$ cat src/rtl/fp_alu_arbiter_if.sv
// Bundle of the two requester channels, the shared-ALU port and the response
// channel of fp_alu_arbiter. The slave modport is the arbiter side.
interface fp_alu_arbiter_if;
  logic        req0_valid;
  logic        req0_ready;
  logic [2:0]  req0_op;
  logic [31:0] req0_a;
  logic [31:0] req0_b;
  logic        req1_valid;
  logic        req1_ready;
  logic [2:0]  req1_op;
  logic [31:0] req1_a;
  logic [31:0] req1_b;
  logic [31:0] alu_a;
  logic [31:0] alu_b;
  logic [2:0]  alu_sel;
  logic [31:0] alu_result;
  logic        alu_parity;
  logic        alu_overflow;
  logic        alu_underflow;
  logic        rsp_valid;
  logic        rsp_ready;
  logic        rsp_id;
  logic [31:0] rsp_result;
  logic        rsp_parity;
  logic        rsp_ovf;
  logic        rsp_unf;
  logic        rsp_err;
  logic        busy;

  modport slave (
    input  req0_valid, req0_op, req0_a, req0_b,
    input  req1_valid, req1_op, req1_a, req1_b,
    input  alu_result, alu_parity, alu_overflow, alu_underflow,
    input  rsp_ready,
    output req0_ready, req1_ready,
    output alu_a, alu_b, alu_sel,
    output rsp_valid, rsp_id, rsp_result, rsp_parity, rsp_ovf, rsp_unf, rsp_err,
    output busy
  );

  modport master (
    output req0_valid, req0_op, req0_a, req0_b,
    output req1_valid, req1_op, req1_a, req1_b,
    output alu_result, alu_parity, alu_overflow, alu_underflow,
    output rsp_ready,
    input  req0_ready, req1_ready,
    input  alu_a, alu_b, alu_sel,
    input  rsp_valid, rsp_id, rsp_result, rsp_parity, rsp_ovf, rsp_unf, rsp_err,
    input  busy
  );
endinterface

$ cat src/rtl/fp_alu_arbiter.sv
// Round-robin arbiter sharing one combinational FP ALU between two requesters;
// holds operands for a per-op latency, then presents a registered response.
module fp_alu_arbiter #(
  parameter int LAT_ADD = 2,
  parameter int LAT_MUL = 3,
  parameter int LAT_DIV = 6,
  parameter int LAT_LOG = 1
) (
  input  logic              clk,
  input  logic              rst_n,
  fp_alu_arbiter_if.slave   bus
);

  typedef enum logic [1:0] {
    IDLE = 2'd0,
    EXEC = 2'd1,
    RESP = 2'd2
  } state_e;

  state_e      state_r;
  logic [3:0]  cnt_r;
  logic        last_grant_r;
  logic        id_q_r;
  logic [31:0] alu_a_r;
  logic [31:0] alu_b_r;
  logic [2:0]  alu_sel_r;
  logic        rsp_valid_r;
  logic        rsp_id_r;
  logic [31:0] rsp_result_r;
  logic        rsp_parity_r;
  logic        rsp_ovf_r;
  logic        rsp_unf_r;
  logic        rsp_err_r;
  logic        busy_r;

  logic        grant_vld_s;
  logic        grant_id_s;
  logic        accept_s;
  logic [2:0]  sel_op_s;
  logic [31:0] sel_a_s;
  logic [31:0] sel_b_s;

  // Op 111 is the illegal encoding and completes in a single cycle.
  function automatic logic [3:0] lat_of(input logic [2:0] op);
    logic [3:0] lat_v;
    case (op)
      3'b000, 3'b001:         lat_v = 4'(LAT_ADD);
      3'b010:                 lat_v = 4'(LAT_MUL);
      3'b011:                 lat_v = 4'(LAT_DIV);
      3'b100, 3'b101, 3'b110: lat_v = 4'(LAT_LOG);
      default:                lat_v = 4'd1;
    endcase
    return lat_v;
  endfunction

  // Round-robin grant: on a tie the requester that did not win last time goes.
  always_comb begin
    grant_vld_s = 1'b0;
    grant_id_s  = 1'b0;
    if (bus.req0_valid && bus.req1_valid) begin
      grant_vld_s = 1'b1;
      grant_id_s  = ~last_grant_r;
    end else if (bus.req0_valid) begin
      grant_vld_s = 1'b1;
      grant_id_s  = 1'b0;
    end else if (bus.req1_valid) begin
      grant_vld_s = 1'b1;
      grant_id_s  = 1'b1;
    end else begin
      grant_vld_s = 1'b0;
      grant_id_s  = 1'b0;
    end
  end

  // Operand mux and handshake decode for the granted requester.
  always_comb begin
    accept_s = (state_r == IDLE) && grant_vld_s;
    if (grant_id_s) begin
      sel_op_s = bus.req1_op;
      sel_a_s  = bus.req1_a;
      sel_b_s  = bus.req1_b;
    end else begin
      sel_op_s = bus.req0_op;
      sel_a_s  = bus.req0_a;
      sel_b_s  = bus.req0_b;
    end
  end

  assign bus.req0_ready = accept_s && !grant_id_s;
  assign bus.req1_ready = accept_s && grant_id_s;

  // Control FSM with all datapath and response registers.
  always_ff @(posedge clk or negedge rst_n) begin
    if (!rst_n) begin
      state_r      <= IDLE;
      cnt_r        <= 4'd0;
      last_grant_r <= 1'b1;
      id_q_r       <= 1'b0;
      alu_a_r      <= 32'd0;
      alu_b_r      <= 32'd0;
      alu_sel_r    <= 3'd0;
      rsp_valid_r  <= 1'b0;
      rsp_id_r     <= 1'b0;
      rsp_result_r <= 32'd0;
      rsp_parity_r <= 1'b0;
      rsp_ovf_r    <= 1'b0;
      rsp_unf_r    <= 1'b0;
      rsp_err_r    <= 1'b0;
      busy_r       <= 1'b0;
    end else begin
      case (state_r)
        IDLE: begin
          if (accept_s) begin
            alu_sel_r    <= sel_op_s;
            alu_a_r      <= sel_a_s;
            alu_b_r      <= sel_b_s;
            id_q_r       <= grant_id_s;
            last_grant_r <= grant_id_s;
            cnt_r        <= lat_of(sel_op_s) - 4'd1;
            busy_r       <= 1'b1;
            state_r      <= EXEC;
          end
        end
        EXEC: begin
          if (cnt_r == 4'd0) begin
            rsp_valid_r <= 1'b1;
            rsp_id_r    <= id_q_r;
            state_r     <= RESP;
            if (alu_sel_r == 3'b111) begin
              rsp_result_r <= 32'd0;
              rsp_parity_r <= 1'b0;
              rsp_ovf_r    <= 1'b0;
              rsp_unf_r    <= 1'b0;
              rsp_err_r    <= 1'b1;
            end else begin
              rsp_result_r <= bus.alu_result;
              rsp_parity_r <= bus.alu_parity;
              // Range flags only mean something for arithmetic ops.
              rsp_ovf_r    <= bus.alu_overflow & ~alu_sel_r[2];
              rsp_unf_r    <= bus.alu_underflow & ~alu_sel_r[2];
              rsp_err_r    <= 1'b0;
            end
          end else begin
            cnt_r <= cnt_r - 4'd1;
          end
        end
        RESP: begin
          if (bus.rsp_ready) begin
            rsp_valid_r <= 1'b0;
            busy_r      <= 1'b0;
            state_r     <= IDLE;
          end
        end
        default: begin
          rsp_valid_r <= 1'b0;
          busy_r      <= 1'b0;
          state_r     <= IDLE;
        end
      endcase
    end
  end

  assign bus.alu_a      = alu_a_r;
  assign bus.alu_b      = alu_b_r;
  assign bus.alu_sel    = alu_sel_r;
  assign bus.rsp_valid  = rsp_valid_r;
  assign bus.rsp_id     = rsp_id_r;
  assign bus.rsp_result = rsp_result_r;
  assign bus.rsp_parity = rsp_parity_r;
  assign bus.rsp_ovf    = rsp_ovf_r;
  assign bus.rsp_unf    = rsp_unf_r;
  assign bus.rsp_err    = rsp_err_r;
  assign bus.busy       = busy_r;

endmodule
$ cat src/flat_wrapper.sv
// flat-port wrapper written by rule: the top's interface ports become plain ports
module fp_alu_arbiter_flat 
#(
  parameter int LAT_ADD = 2,
  parameter int LAT_MUL = 3,
  parameter int LAT_DIV = 6,
  parameter int LAT_LOG = 1
)
  (clk, rst_n, bus_req0_valid, bus_req0_op, bus_req0_a, bus_req0_b, bus_req1_valid, bus_req1_op, bus_req1_a, bus_req1_b, bus_alu_result, bus_alu_parity, bus_alu_overflow, bus_alu_underflow, bus_rsp_ready, bus_req0_ready, bus_req1_ready, bus_alu_a, bus_alu_b, bus_alu_sel, bus_rsp_valid, bus_rsp_id, bus_rsp_result, bus_rsp_parity, bus_rsp_ovf, bus_rsp_unf, bus_rsp_err, bus_busy);
  fp_alu_arbiter_if bus_i ();
  input  logic clk;
  input  logic rst_n;
  input wire logic [$bits(bus_i.req0_valid)-1:0] bus_req0_valid;
  input wire logic [$bits(bus_i.req0_op)-1:0] bus_req0_op;
  input wire logic [$bits(bus_i.req0_a)-1:0] bus_req0_a;
  input wire logic [$bits(bus_i.req0_b)-1:0] bus_req0_b;
  input wire logic [$bits(bus_i.req1_valid)-1:0] bus_req1_valid;
  input wire logic [$bits(bus_i.req1_op)-1:0] bus_req1_op;
  input wire logic [$bits(bus_i.req1_a)-1:0] bus_req1_a;
  input wire logic [$bits(bus_i.req1_b)-1:0] bus_req1_b;
  input wire logic [$bits(bus_i.alu_result)-1:0] bus_alu_result;
  input wire logic [$bits(bus_i.alu_parity)-1:0] bus_alu_parity;
  input wire logic [$bits(bus_i.alu_overflow)-1:0] bus_alu_overflow;
  input wire logic [$bits(bus_i.alu_underflow)-1:0] bus_alu_underflow;
  input wire logic [$bits(bus_i.rsp_ready)-1:0] bus_rsp_ready;
  output wire logic [$bits(bus_i.req0_ready)-1:0] bus_req0_ready;
  output wire logic [$bits(bus_i.req1_ready)-1:0] bus_req1_ready;
  output wire logic [$bits(bus_i.alu_a)-1:0] bus_alu_a;
  output wire logic [$bits(bus_i.alu_b)-1:0] bus_alu_b;
  output wire logic [$bits(bus_i.alu_sel)-1:0] bus_alu_sel;
  output wire logic [$bits(bus_i.rsp_valid)-1:0] bus_rsp_valid;
  output wire logic [$bits(bus_i.rsp_id)-1:0] bus_rsp_id;
  output wire logic [$bits(bus_i.rsp_result)-1:0] bus_rsp_result;
  output wire logic [$bits(bus_i.rsp_parity)-1:0] bus_rsp_parity;
  output wire logic [$bits(bus_i.rsp_ovf)-1:0] bus_rsp_ovf;
  output wire logic [$bits(bus_i.rsp_unf)-1:0] bus_rsp_unf;
  output wire logic [$bits(bus_i.rsp_err)-1:0] bus_rsp_err;
  output wire logic [$bits(bus_i.busy)-1:0] bus_busy;
  assign bus_i.req0_valid = bus_req0_valid;
  assign bus_i.req0_op = bus_req0_op;
  assign bus_i.req0_a = bus_req0_a;
  assign bus_i.req0_b = bus_req0_b;
  assign bus_i.req1_valid = bus_req1_valid;
  assign bus_i.req1_op = bus_req1_op;
  assign bus_i.req1_a = bus_req1_a;
  assign bus_i.req1_b = bus_req1_b;
  assign bus_i.alu_result = bus_alu_result;
  assign bus_i.alu_parity = bus_alu_parity;
  assign bus_i.alu_overflow = bus_alu_overflow;
  assign bus_i.alu_underflow = bus_alu_underflow;
  assign bus_i.rsp_ready = bus_rsp_ready;
  assign bus_req0_ready = bus_i.req0_ready;
  assign bus_req1_ready = bus_i.req1_ready;
  assign bus_alu_a = bus_i.alu_a;
  assign bus_alu_b = bus_i.alu_b;
  assign bus_alu_sel = bus_i.alu_sel;
  assign bus_rsp_valid = bus_i.rsp_valid;
  assign bus_rsp_id = bus_i.rsp_id;
  assign bus_rsp_result = bus_i.rsp_result;
  assign bus_rsp_parity = bus_i.rsp_parity;
  assign bus_rsp_ovf = bus_i.rsp_ovf;
  assign bus_rsp_unf = bus_i.rsp_unf;
  assign bus_rsp_err = bus_i.rsp_err;
  assign bus_busy = bus_i.busy;
  fp_alu_arbiter #(.LAT_ADD(LAT_ADD), .LAT_MUL(LAT_MUL), .LAT_DIV(LAT_DIV), .LAT_LOG(LAT_LOG)) u_core (.clk(clk), .rst_n(rst_n), .bus(bus_i));
endmodule
$ cat config.mk
export PLATFORM = sky130hd
export DESIGN_NAME = fp_alu_arbiter_flat
export DESIGN_NICKNAME = d
export VERILOG_FILES = /design/src/rtl/fp_alu_arbiter_if.sv /design/src/rtl/fp_alu_arbiter.sv /design/src/flat_wrapper.sv
export SDC_FILE = /design/constraint.sdc
export NUM_CORES = 1
export LEC_CHECK = 0
export BUFFER_PORTS_ARGS = -buffer_cell sky130_fd_sc_hd__buf_4
export CORE_MARGIN = 2
export CORE_UTILIZATION = 39
export DETAILED_ROUTE_END_ITERATION = 10
export PLACE_DENSITY_LB_ADDON = 0.12
export RECOVER_POWER = 100
export SYNTH_ARGS = -nofsm -noshare
export SYNTH_HDL_FRONTEND = slang
export SYNTH_SLANG_ARGS = --single-unit
$ cat constraint.sdc
create_clock -name clk -period 1.85 [get_ports clk]
set_input_delay 0.37 -clock clk [delete_from_list [all_inputs] [get_ports clk]]
set_output_delay 0.37 -clock clk [all_outputs]
set_load 0.05 [all_outputs]
==> impl_metrics.env, run 1 <==
export IMPL_status="complete, but fails checks"
export IMPL_violations="setup timing"
export IMPL_drt_iter0_markers=264
export IMPL_vdd_drop_max_uv=884
export IMPL_num_vias=4534
export IMPL_nFillCells=1070
export IMPL_via_per_inst=5.07
export IMPL_cp_slowest_stage_delay_ns=0.55
export IMPL_synth_top_area_share=0.603
export IMPL_setup_worst_path_end_class="primary output"
export IMPL_cp_top_family="flip-flops"
export IMPL_synth_distinct_cells=35
export IMPL_start_util=0.396
export IMPL_clock_latency_ns=0.41
export IMPL_relSlewSlack=0.377
export IMPL_h_tree_depth=4
export IMPL_p_leak_uw=0.00368
export IMPL_cts_root_buf="clkbuf_16"
export IMPL_cts_sinks=114
export IMPL_holdCritPathClass="input pin to flip-flop"
export IMPL_synth_seq_cells=114
export IMPL_diodes=0
export IMPL_grtUsageTotal=0.227
export IMPL_setup_viol=1
export IMPL_final_core_util=0.622
export IMPL_final_common_cell="buf_4"
export IMPL_instances_no_fill=894
export IMPL_startpoint_type="flip-flop"
export IMPL_cts_tree="yes"
export IMPL_rows=40
export IMPL_dieArea_um2=12900
export IMPL_wl_mm=14.5
export IMPL_place_congestion=0.904
export IMPL_clk_pin_slew_ns=0.05
export IMPL_fmax_mhz=540
export IMPL_syn_num_nets=614
export IMPL_post_place_cells=854
export IMPL_timing_final_crit_share=1.00
export IMPL_most_common_layout_cells="buf_4 (188), nand2_1 (142), dfrtp_1 (111)"
export IMPL_yosysTopAreaCell="dfrtp_1"
export IMPL_grt_ovfl_total=0
export IMPL_min_period_ns=1.85
export IMPL_syn_avg_cell_area_um2=10.7
export IMPL_io_buffers=281
export IMPL_drive_gt1_frac=0.341
export IMPL_synth_area_leaders="dfrtp_1 (60%), nand2_1 (11%), a22oi_1 (10%)"
export IMPL_critPathSlowestCell="dfstp_2"
export IMPL_maxCapViolCount=0
export IMPL_wl_per_cell_um=16.3
export IMPL_critPathRequiredTime_ns=1.48
export IMPL_core_um2=11900
export IMPL_ys_warnings_count=0
export IMPL_firstDrtPassIters=5
export IMPL_finalMaxSlewViolations=0
export IMPL_cts_buffer_depth=2
export IMPL_async_flop_share=1.00
export IMPL_io_pins=282
export IMPL_synth_ff_type="dfrtp_1"
export IMPL_grt_pass1_vias=4440
export IMPL_hold_viol_final=0
export IMPL_place_ws_ns=-0.00976
export IMPL_drcViolationCount=0
export IMPL_cts_buffers=17
export IMPL_die_y_um=114
export IMPL_dpl_hpwl_mm=10.6
export IMPL_grt_max_degree=46
export IMPL_worst_slew_pin_slew_ns=0.935
export IMPL_path_buf_inv=2
export IMPL_path_cells="a21boi_4 > nor3_4 > buf_6 > buf_8"
export IMPL_cp_arrival_ns=1.48
export IMPL_syn_inst=439
export IMPL_final_antenna_net_count=0
export IMPL_syn_area_um2=4690
export IMPL_synth_seq_area_share=0.608
export IMPL_critPathMaxFanout=3
export IMPL_rsz0062_at_grt="yes"
export IMPL_die_x_um=114
export IMPL_final_setup_worst_slack_ns=-0.00333
export IMPL_worstSetupPathType="flip-flop to primary output"
export IMPL_finalNetCount=909
export IMPL_hold_slack_ns=0.182
export IMPL_p_per_area_nw_per_um2=2210
export IMPL_synth_edf_count=0
export IMPL_antenna_found_initial=0
export IMPL_grt_pass1_wl_mm=22.8
export IMPL_fin_worst_skew_ns=0.00744
export IMPL_area_growth_pct=57.1
Yosys cell counts (all sizes together) (2+ instances only):
cell and count:
a21boi 2, a21o 2, a21oi 2, a22o 33
a22oi 64, buf 10, clkbuf 21, dfrtp 113
inv 3, mux2 2, mux2i 5, nand2 142
nand2b 4, nand3b 2, nor2 4, nor2b 3
nor3 3, nor3b 2, o21ai 8, or2 2
or3 2
area by class of cell:
cell class,count,area (um2),share of cell area
Sequential cell,114,2860,0.387
Tap cell,147,184,0.0249
Multi-Input combinational cell,291,1740,0.235
Clock inverter,12,159,0.0216
Clock buffer,20,447,0.0606
Inverter,3,11.3,0.00153
Timing Repair Buffer,307,1980,0.269
report_power, final:
part	internal [uW]	switching (uW)
combinational	2170	6390
sequential	3730	705
clock	2150	1140
total	8060	8240
per-layer routing:
layer  track usage  vias to the layer above  routed length (um)
met3        0.0781                       23                1420
met2         0.365                      228                7040
met4        0.0894                        0                 323
li1              -                     2144                   -
met1         0.284                     2139                5750
met5             0                        -                   0
what timing repair did:
item / 4_1_cts / 5_1_grt
resized for setup: 9 / 6
pin swaps: 1 / 1
endpoints found under the hold margin: 14 / 0
setup endpoints to repair: 3 / 5
setup buffers: 6 / 1
hold buffers: 1 / 0
state kept, by name (all words and copies together), names as in the netlist, 2 cells and up:
signal and count:
u_core.bus.rsp_result 32, u_core.cnt_r 4, u_core.bus.alu_sel 3, u_core.bus.alu_a 32, u_core.bus.alu_b 32, u_core.state_r 2
worst paths after layout:
path                                      start                   endpoint  slack (ns)  cells past startpoint
hold reg to reg            u_core.bus.alu_a[20]       u_core.bus.alu_a[20]        0.46                      2
setup / recovery            u_core.last_grant_r             bus_req0_ready      -0.003                      4
max in group asynchronous                 rst_n   u_core.bus.rsp_result[1]        0.31                      3
hold / removal                bus_alu_result[2]   u_core.bus.rsp_result[2]        0.18                      2
setup reg to reg                u_core.cnt_r[1]  u_core.bus.rsp_result[20]        0.06                      5
min in group asynchronous                 rst_n  u_core.bus.rsp_result[25]        0.63                      2
cells by family after synthesis:
family / after synthesis / synth area share
AND/OR/NAND/NOR: 165 / 0.142
AO/OA/AOI/OAI: 118 / 0.198
flip-flops: 114 / 0.608
buffers and inverters: 34 / 0.0336
multiplexers: 7 / 0.0155
adder cells (fa/ha/maj): 1 / 0.00267
through the flow:
step,setup TNS (ns),area [um2],power (uW)
floorplan,0,4690,10700
global placement,0,7070,13700
detailed placement,-0.0170,7070,13900
CTS,-0.0524,7770,17400
global route,-0.243,7370,17200
finish,-0.00333,7370,16300
No activity file was read; power rests on OpenSTA's default activity.
==> run 2: changes to the inputs <==
--- a/config.mk
+++ b/config.mk
@@ -7,10 +7,11 @@
 export LEC_CHECK = 0
 export BUFFER_PORTS_ARGS = -buffer_cell sky130_fd_sc_hd__buf_4
 export CORE_MARGIN = 2
-export CORE_UTILIZATION = 39
+export CORE_UTILIZATION = 43
 export DETAILED_ROUTE_END_ITERATION = 10
 export PLACE_DENSITY_LB_ADDON = 0.12
 export RECOVER_POWER = 100
+export SLEW_MARGIN = 15
 export SYNTH_ARGS = -nofsm -noshare
 export SYNTH_HDL_FRONTEND = slang
 export SYNTH_SLANG_ARGS = --single-unit
==> constraint.sdc (replaced) <==
create_clock -name clk -period 1.9 [get_ports clk]
set_input_delay 0.38 -clock clk [delete_from_list [all_inputs] [get_ports clk]]
set_output_delay 0.38 -clock clk [all_outputs]
set_load 0.05 [all_outputs]
==> run 2 against run 1 <==
Against the previous run:
- largest power group unchanged
- cell area rose by 6.3%
- sequential share of layout area fell by 2.3 points
- via count is 2.0% higher
- critical endpoint unchanged
- the run still ends with setup timing left
- global-route usage up 2.6 points
==> impl_metrics.env, run 2 (synthesized netlist as in run 1, its figures left out) <==
export IMPL_status="complete, but fails checks"
export IMPL_violations="setup timing"
export IMPL_critical_path_depth=3
export IMPL_num_vias=4626
export IMPL_finalMaxSlewViolations=0
export IMPL_place_congestion=0.888
export IMPL_dieArea_um2=11800
export IMPL_wl_per_cell_um=17.0
export IMPL_p_clk_frac=0.187
export IMPL_diodes=0
export IMPL_fin_worst_skew_ns=0.0130
export IMPL_hold_viol_final=0
export IMPL_relSlewSlack=0.441
export IMPL_path_buf_inv=1
export IMPL_final_common_cell="buf_4"
export IMPL_die_x_um=108
export IMPL_r2r_end="u_core.bus.rsp_result[13]"
export IMPL_vdd_drop_max_uv=1120
export IMPL_cts_buffers=17
export IMPL_path_cells="or2_4 > nor3_4 > buf_6"
export IMPL_worst_slew_pin_slew_ns=0.838
export IMPL_startpoint_type="flip-flop"
export IMPL_pwr_share_seq=0.255
export IMPL_worstSetupPathType="flip-flop to primary output"
export IMPL_cts_sinks=114
export IMPL_cp_arrival_ns=1.54
export IMPL_rsz0062_at_grt="yes"
export IMPL_power_uw=17000
export IMPL_holdCritPathClass="input pin to flip-flop"
export IMPL_cts_root_buf="clkbuf_8"
export IMPL_worstSetupEndpoint="bus_req0_ready"
export IMPL_die_y_um=108
export IMPL_pwr_share_comb=0.558
export IMPL_grt_max_degree=65
export IMPL_via_per_inst=5.19
export IMPL_drcViolationCount=0
export IMPL_power_switching_uw=8110
export IMPL_final_antenna_net_count=0
export IMPL_setup_tns_ns=-0.0275
export IMPL_internal_power_uw=8890
export IMPL_cp_slowest_stage_delay_ns=0.44
export IMPL_reg2reg_from="u_core.cnt_r[0]"
export IMPL_critPathRequiredTime_ns=1.52
export IMPL_finalNetCount=914
export IMPL_timing_final_crit_share=1.01
export IMPL_io_buffers=281
export IMPL_critPathSlowestCell="dfrtp_2"
export IMPL_final_setup_worst_slack_ns=-0.0228
export IMPL_maxCapViolCount=0
export IMPL_rows=38
export IMPL_dpl_hpwl_mm=10.5
export IMPL_wl_mm=15.2
export IMPL_critPathLaunch="u_core.state_r[1]"
export IMPL_cts_buffer_depth=2
export IMPL_start_util=0.437
export IMPL_critPathMaxFanout=3
export IMPL_p_per_area_nw_per_um2=2170
export IMPL_fmax_mhz=520
export IMPL_clock_latency_ns=0.52
export IMPL_clk_pin_slew_ns=0.06
export IMPL_area_growth_pct=67.0
export IMPL_firstDrtPassIters=4
export IMPL_most_common_layout_cells="buf_4 (295), nand2_1 (142), dfrtp_1 (111)"
export IMPL_cp_top_family="flip-flops"
export IMPL_setup_worst_path_end_class="primary output"
export IMPL_p_sw_frac=0.477
export IMPL_drive_gt1_frac=0.477
export IMPL_grt_pass1_vias=4596
export IMPL_p_leak_uw=0.00410
export IMPL_cts_tree="yes"
export IMPL_h_tree_depth=4
export IMPL_core_um2=10700
export IMPL_r2r_slack_ns=0
export IMPL_grtUsageTotal=0.254
export IMPL_grt_ovfl_total=0
export IMPL_r2r_cells=6
export IMPL_drt_iter0_markers=320
export IMPL_min_period_ns=1.92
export IMPL_antenna_found_initial=0
export IMPL_io_pins=282
export IMPL_setup_viol=2
export IMPL_grt_pass1_wl_mm=22.7
run 2: worst min path at each step:
stage,startpoint,to,slack (ns),depth (start not counted)
6_report,bus_req1_b[27],u_core.bus.alu_b[27],0.08,3
5_1_grt,bus_req1_b[27],u_core.bus.alu_b[27],0.06,3
4_1_cts,bus_req1_b[27],u_core.bus.alu_b[27],0.05,3
3_5_place_dp,rst_n,u_core.bus.rsp_result[26],0.37,1
3_3_place_gp,rst_n,u_core.bus.rsp_result[26],0.37,1
2_1_floorplan,rst_n,u_core.bus.alu_a[0],0.08,0
run 2: worst register-to-register path, stage by stage (launching register included):
cell	delay, ns
dfrtp_1	0.41
or3_4	0.39
or3_4	0.41
a31oi_4	0.19
buf_12	0.16
clkbuf_16	0.15
a22o_1	0.14
run 2: power by group through the flow:
stage | clock (uW) | sequential [uW] | combinational [uW]
final | 3180 | 4340 | 9490
after global routing | 3320 | 4490 | 10000
after CTS | 3220 | 4330 | 9290
after detailed placement | 0 | 4350 | 9100
after global placement | 0 | 4320 | 8950
after floorplan | 0 | 8020 | 2390
run 2: per-layer routing:
| layer | vias to the layer above | track usage | share of wire |
|---|---|---|---|
| met5 | - | 0 | 0 |
| met4 | 0 | 0.108 | 0.020 |
| met3 | 28 | 0.0874 | 0.093 |
| met2 | 236 | 0.429 | 0.52 |
| met1 | 2213 | 0.292 | 0.36 |
| li1 | 2149 | - | - |
run 2: timing repair:
| action | 4_1_cts | 5_1_grt |
|---|---|---|
| hold endpoints to repair | 28 | 0 |
| resized for setup | 8 | 7 |
| pin swaps | 2 | 6 |
| setup endpoints to repair | 2 | 43 |
| buffers inserted | 8 | 2 |
| cloned | 0 | 4 |
| hold buffers | 1 | 0 |
run 2: cell type report:
type / instances / area (um2)
fill: 777 / 2910
sequential: 114 / 2860
timing repair buffer: 312 / 2460
multi-input combinational: 291 / 1740
clock buffer: 21 / 459
tap: 140 / 175
clock inverter: 10 / 133
inverter: 3 / 11.3
run 2: stage by stage:
step	setup WS [ns]	utilization	instances	hold WS (ns)	area, um2
after CTS	-0.0320	0.719	885	0.0486	7730
final	-0.0228	0.729	891	0.0752	7840
after global placement	0.0839	0.655	845	0.368	7040
after detailed placement	0.00487	0.655	845	0.372	7040
after floorplan	0.0230	-	439	0.0844	4690
after global routing	-0.0766	0.729	891	0.0621	7840
